`src/rtl/gcd_unit_if.sv`:
```
// Host-side handshake bundle for the GCD engine: operand request, abort,
// and the result/status returned by the engine.
interface gcd_unit_if #(
  parameter int WIDTH = 16,
  parameter int CNT_W = WIDTH + 1
);

  logic             start;
  logic             abort;
  logic [WIDTH-1:0] a_in;
  logic [WIDTH-1:0] b_in;
  logic             ready;
  logic             busy;
  logic             done;
  logic [WIDTH-1:0] result;
  logic             zero_err;
  logic [CNT_W-1:0] cycles;

  // Host / sequencer side.
  modport master (
    output start, abort, a_in, b_in,
    input  ready, busy, done, result, zero_err, cycles
  );

  // GCD engine side.
  modport slave (
    input  start, abort, a_in, b_in,
    output ready, busy, done, result, zero_err, cycles
  );

endinterface

```
`src/rtl/gcd_unit.sv`:
```
// Parametrised GCD engine: controller FSM with integrated operand datapath.
// MODE 0 runs subtractive Euclid, MODE 1 runs binary Stein (common factors
// of two are stripped into k and restored on the result). Each CALC cycle
// is one evaluation. The result, zero_err and cycles outputs are held from
// one completed run to the next; an aborted run leaves them untouched.
module gcd_unit #(
  parameter int WIDTH = 16,
  parameter int MODE  = 0,
  parameter int CNT_W = WIDTH + 1
) (
  input logic       clk,
  input logic       rst,
  gcd_unit_if.slave bus
);

  localparam int K_W = $clog2(WIDTH) + 1;

  localparam logic [1:0] ST_IDLE = 2'd0;
  localparam logic [1:0] ST_CALC = 2'd1;
  localparam logic [1:0] ST_DONE = 2'd2;

  localparam logic [CNT_W-1:0] CNT_ONE = {{(CNT_W-1){1'b0}}, 1'b1};
  localparam logic [CNT_W-1:0] CNT_MAX = {CNT_W{1'b1}};
  localparam logic [K_W-1:0]   K_ONE   = {{(K_W-1){1'b0}}, 1'b1};

  logic [1:0]       state_q, state_d;
  logic [WIDTH-1:0] a_q, a_d;
  logic [WIDTH-1:0] b_q, b_d;
  logic [K_W-1:0]   k_q, k_d;
  logic [CNT_W-1:0] cnt_q, cnt_d;
  logic [WIDTH-1:0] result_q, result_d;
  logic             zero_err_q, zero_err_d;
  logic [CNT_W-1:0] cycles_q, cycles_d;

  // Evaluation count including the current one, pinned at the top value.
  logic [CNT_W-1:0] cnt_inc;
  // Operands with the stripped power of two restored (binary mode only).
  logic [WIDTH-1:0] a_res;
  logic [WIDTH-1:0] b_res;

  assign cnt_inc = (cnt_q == CNT_MAX) ? cnt_q : cnt_q + CNT_ONE;
  assign a_res   = (MODE == 1) ? (a_q << k_q) : a_q;
  assign b_res   = (MODE == 1) ? (b_q << k_q) : b_q;

  // Next-state and datapath update: one evaluation per CALC cycle.
  always_comb begin
    // NOTE: every signal assigned here gets a default first, so no path
    // leaves a value unassigned and no latch is inferred.
    state_d    = state_q;
    a_d        = a_q;
    b_d        = b_q;
    k_d        = k_q;
    cnt_d      = cnt_q;
    result_d   = result_q;
    zero_err_d = zero_err_q;
    cycles_d   = cycles_q;

    case (state_q)
      ST_IDLE: begin
        if (bus.start) begin
          a_d     = bus.a_in;
          b_d     = bus.b_in;
          k_d     = '0;
          cnt_d   = '0;
          state_d = ST_CALC;
        end
      end

      ST_CALC: begin
        if (bus.abort) begin
          // Abort beats termination; published outputs stay as they were.
          state_d = ST_IDLE;
        end else begin
          cnt_d = cnt_inc;
          if (a_q == '0 && b_q == '0) begin
            result_d   = '0;
            zero_err_d = 1'b1;
            cycles_d   = cnt_inc;
            state_d    = ST_DONE;
          end else if (a_q == '0) begin
            result_d   = b_res;
            zero_err_d = 1'b0;
            cycles_d   = cnt_inc;
            state_d    = ST_DONE;
          end else if (b_q == '0) begin
            result_d   = a_res;
            zero_err_d = 1'b0;
            cycles_d   = cnt_inc;
            state_d    = ST_DONE;
          end else if (a_q == b_q) begin
            result_d   = a_res;
            zero_err_d = 1'b0;
            cycles_d   = cnt_inc;
            state_d    = ST_DONE;
          end else if (MODE == 0) begin
            // Always larger minus smaller, so no underflow.
            if (a_q > b_q) begin
              a_d = a_q - b_q;
            end else begin
              b_d = b_q - a_q;
            end
          end else begin
            if (!a_q[0] && !b_q[0]) begin
              a_d = a_q >> 1;
              b_d = b_q >> 1;
              k_d = k_q + K_ONE;
            end else if (!a_q[0]) begin
              a_d = a_q >> 1;
            end else if (!b_q[0]) begin
              b_d = b_q >> 1;
            end else if (a_q > b_q) begin
              a_d = a_q - b_q;
            end else begin
              b_d = b_q - a_q;
            end
          end
        end
      end

      ST_DONE: begin
        state_d = ST_IDLE;
      end

      default: begin
        state_d = ST_IDLE;
      end
    endcase
  end

  // State and datapath registers with asynchronous active-high reset.
  always_ff @(posedge clk or posedge rst) begin
    // NOTE: sequential state uses non-blocking assignments so every register
    // samples the pre-edge values regardless of statement order.
    if (rst) begin
      state_q    <= ST_IDLE;
      a_q        <= '0;
      b_q        <= '0;
      k_q        <= '0;
      cnt_q      <= '0;
      result_q   <= '0;
      zero_err_q <= 1'b0;
      cycles_q   <= '0;
    end else begin
      state_q    <= state_d;
      a_q        <= a_d;
      b_q        <= b_d;
      k_q        <= k_d;
      cnt_q      <= cnt_d;
      result_q   <= result_d;
      zero_err_q <= zero_err_d;
      cycles_q   <= cycles_d;
    end
  end

  assign bus.ready    = (state_q == ST_IDLE);
  assign bus.busy     = (state_q == ST_CALC);
  assign bus.done     = (state_q == ST_DONE);
  assign bus.result   = result_q;
  assign bus.zero_err = zero_err_q;
  assign bus.cycles   = cycles_q;

endmodule

```
`src/flat_wrapper.sv`:
```
// flat-port wrapper written by rule: the top's interface ports become plain ports
module gcd_unit_flat 
#(
  parameter int WIDTH = 16,
  parameter int MODE  = 0,
  parameter int CNT_W = WIDTH + 1
)
  (clk, rst, bus_start, bus_abort, bus_a_in, bus_b_in, bus_ready, bus_busy, bus_done, bus_result, bus_zero_err, bus_cycles);
  gcd_unit_if #(.WIDTH(WIDTH), .CNT_W(CNT_W)) bus_i ();
  input logic clk;
  input logic rst;
  input wire logic [$bits(bus_i.start)-1:0] bus_start;
  input wire logic [$bits(bus_i.abort)-1:0] bus_abort;
  input wire logic [$bits(bus_i.a_in)-1:0] bus_a_in;
  input wire logic [$bits(bus_i.b_in)-1:0] bus_b_in;
  output wire logic [$bits(bus_i.ready)-1:0] bus_ready;
  output wire logic [$bits(bus_i.busy)-1:0] bus_busy;
  output wire logic [$bits(bus_i.done)-1:0] bus_done;
  output wire logic [$bits(bus_i.result)-1:0] bus_result;
  output wire logic [$bits(bus_i.zero_err)-1:0] bus_zero_err;
  output wire logic [$bits(bus_i.cycles)-1:0] bus_cycles;
  assign bus_i.start = bus_start;
  assign bus_i.abort = bus_abort;
  assign bus_i.a_in = bus_a_in;
  assign bus_i.b_in = bus_b_in;
  assign bus_ready = bus_i.ready;
  assign bus_busy = bus_i.busy;
  assign bus_done = bus_i.done;
  assign bus_result = bus_i.result;
  assign bus_zero_err = bus_i.zero_err;
  assign bus_cycles = bus_i.cycles;
  gcd_unit #(.WIDTH(WIDTH), .MODE(MODE), .CNT_W(CNT_W)) u_core (.clk(clk), .rst(rst), .bus(bus_i));
endmodule
```
`config.mk`:
```
export PLATFORM = sky130hd
export DESIGN_NAME = gcd_unit_flat
export DESIGN_NICKNAME = d
export VERILOG_FILES = /design/src/rtl/gcd_unit_if.sv /design/src/rtl/gcd_unit.sv /design/src/flat_wrapper.sv
export SDC_FILE = /design/constraint.sdc
export NUM_CORES = 1
export LEC_CHECK = 0
export ABC_AREA = 1
export BUFFER_PORTS_ARGS = -buffer_cell sky130_fd_sc_hd__buf_2
export CORE_ASPECT_RATIO = 1.5
export CORE_MARGIN = 5
export CORE_UTILIZATION = 40
export DETAILED_ROUTE_END_ITERATION = 12
export GPL_ROUTABILITY_DRIVEN = 0
export PLACE_DENSITY = 0.56
export SETUP_SLACK_MARGIN = 0.5
export SLEW_MARGIN = 20
export SYNTH_ARGS = -nofsm -noshare
export SYNTH_HDL_FRONTEND = slang
export SYNTH_SLANG_ARGS = --single-unit
```
`constraint.sdc`:
```
create_clock -name clk -period 5.8 [get_ports clk]
set_input_delay 1.16 -clock clk [delete_from_list [all_inputs] [get_ports clk]]
set_output_delay 1.16 -clock clk [all_outputs]
set_load 0.1 [all_outputs]
```
==> results.yml <==
outcome:
  status: "completed"
cts:
  clkLatencyLatePin_ps: 340
  path_clk_slew_ps: 70
  cts_setup_buffers: 0
  cts_made_buffers: 9
  cts_tree: "built"
  cts-root-buf: "clkbuf_16"
  cts_repair_resize_count: 0
  cts.sinks: 85
  postCtsHoldBufs: 0
  htreeDepth: 3
  ctsLongestPathBuffers: 2
die:
  core_mm2: 0.0151
  die_h_um: 162
  rows: 55
  start_util_pct: 40.9
  fp.dieArea_mm2: 0.0181
  top_level_ports: 73
  die_w_um: 112
drt:
  ant_nets: 0
  vias: 6071
  first_pass_iters: 4
  wl_um: 18900
  wl_per_cell_um: 15.4
  first_iter_violations: 293
  vias_per_cell: 4.95
  drc: 0
synthesis:
  synth_top_area_share_pct: 34.4
  ys_top_cells_by_count: "nand2_1 (394), inv_1 (128), nand3_1 (97)"
  syn_nets: 1032
  synthDistinctLibCells: 36
  synthMostInstantiatedCell: "nand2_1"
  synth_flop_cell: "dfrtp_1"
  ys_seq_area_share_pct: 34.4
  yosysTopAreaCell: "dfrtp_1"
  synth_edf_count: 0
  async_flop_share_pct: 100
  syn_area_mm2: 0.00619
  synth_cells: 962
  postSynthAreaPerCell_um2: 6.43
  ys_warn_count: 0
  synth-seq-cells: 85
  yosys-top-cells-area: "dfrtp_1 (34%), nand2_1 (24%), nand3_1 (7.8%)"
final_layout:
  fillers: 1664
  seq_area_mm2: 0.00213
  n_antenna_cell: 0
  fin_cells: 1227
  fin_util_pct: 46.3
  areaGrowthSynthToFinish_pct: 13.2
  multi_input_area_mm2: 0.00341
  drive_gt1_share_pct: 11.5
  final_nets: 1093
timing:
  hold_viol_final: 0
  max_slew_margin_pct: 47.4
  setup_violations: 0
  fin_crit_sh_pct: 51.9
  setup_slack_ps: 2790
  period_minus_slack_ps: 3010
  rsz0062_at_grt: "false"
  fmax_mhz: 332
  slew_violations: 0
  clock_skew_ps: 8.96
  max_slew.worst_pin.slew_ps: 786
  finalSetupTns_ps: 0
grt:
  grt_pass1_wl_um: 30700
  antenna_found_initial: 0
  grtUsageTotal_pct: 21.1
  grt_pass1_vias: 6130
  grt_max_degree: 46
  grt-ovfl-total: 0
critical_path:
  cp.arrival_ps: 3240
  required_ps: 6030
  rrSetupSlack_ps: 2790
  worstSetupPathType: "reg -> reg"
  crit_fanout: 45
  crit_path_end_kind: "register"
  rr_worst_depth: 14
  worstSetupStartpointType: "register"
  max_stage_delay_ps: 580
  path_cells: "inv_1, ha_1, nand2_1, inv_1, nand2_1, inv_2, nand2_1, clkinv_1, nand2_2, nand2_1, nand2_2, inv_2, o21ai_0, inv_1"
  slowest_stage: "nand2_2"
  path_common_cell: "nand2_1"
hold_path:
  hold_class: "reg -> reg"
  whs_path_depth: 2
place:
  dp_hpwl_um: 14600
  place_ws_ps: 2740
  port_buffers: 72
  placed_cells: 1211
power:
  vdd_drop_max_uv: 305
  p_leak_uw: 0.00397
  p_per_area_mw_per_mm2: 607
job:
  maxCapViolCount: 0
## cells by family (layout without fill, tap and decap cells)
family,count (synthesis),count (layout),synth area share [%]
simple gates,591,591,40.0
buf+inv,161,227,10.5
compound gates,87,87,7.52
flops,85,85,34.4
fa+ha+maj,34,34,7.12
xor+xnor,4,4,0.566
## worst paths after layout
path / start / endpoint
max: u_core.b_q[9] / u_core.bus.result[15]
min: u_core.bus.cycles[2] / u_core.bus.cycles[2]
max reg2reg: u_core.b_q[9] / u_core.bus.result[15]
min reg2reg: u_core.bus.cycles[2] / u_core.bus.cycles[2]
max in group asynchronous: rst / u_core.a_q[10]
min in group asynchronous: rst / u_core.bus.cycles[12]
## per-stage QoR
step           instance area [um^2]  power (uW)  hold WS (ps)
2_1_floorplan                  6190        2930           467
3_3_place_gp                   6690        3630           459
3_5_place_dp                   6690        3620           460
4_1_cts                        7000        4250           479
5_1_grt                        7000        4630           508
6_report                       7000        4250           472
## area by class of cell
class	count	area share [%]
well taps	199	3.56
multi-input cells	716	48.7
flip-flops and latches	85	30.4
clock inverters	5	0.929
repair buffers	74	5.36
clock buffers	11	3.61
inverters	137	7.43
## cell usage in the layout, fill, tap and decap left out, drive strengths merged, types with 11 or more instances in the layout
| cell type | netlist | routed |
|---|---|---|
| dfrtp | 85 | 85 |
| o21ai | 52 | 52 |
| nand3 | 98 | 98 |
| clkbuf | 9 | 11 |
| nand2 | 403 | 403 |
| nor2 | 64 | 64 |
| buf | 15 | 74 |
| nand4 | 13 | 13 |
| ha | 32 | 32 |
| inv | 136 | 137 |
| a21oi | 26 | 26 |
## state kept, by name, indices dropped and copies added (netlist names)
register and count:
u_core.bus.cycles 17, u_core.cnt_q 17, u_core.bus.result 16, u_core.b_q 16, u_core.bus.zero_err 1, u_core.a_q 16, u_core.state_q 2
## per-layer routing
layer / up-vias / global-route usage, % / share of wire (%)
met5: - / 0 / 0
met4: 0 / 9.08 / 3.5
li1: 3127 / - / -
met3: 43 / 2.87 / 3.5
met1: 2774 / 25.0 / 42
met2: 127 / 37.9 / 51
## critical path: cells and delay by family (launching register included)
family / cells / cell delay [ps]
AOI/OAI and AO/OA: 1 / 240
adders and majority gates: 1 / 400
buffers and inverters: 6 / 690
DFF: 1 / 400
and+or+nand+nor: 6 / 1110
## where the power goes
group	total (uW)	leakage, uW	switching (uW)	internal, uW
Combinational	2740	0.00270	1950	792
Clock	615	0.000157	253	362
Sequential	894	0.00112	150	744
Power figures use the tool's default switching activity.
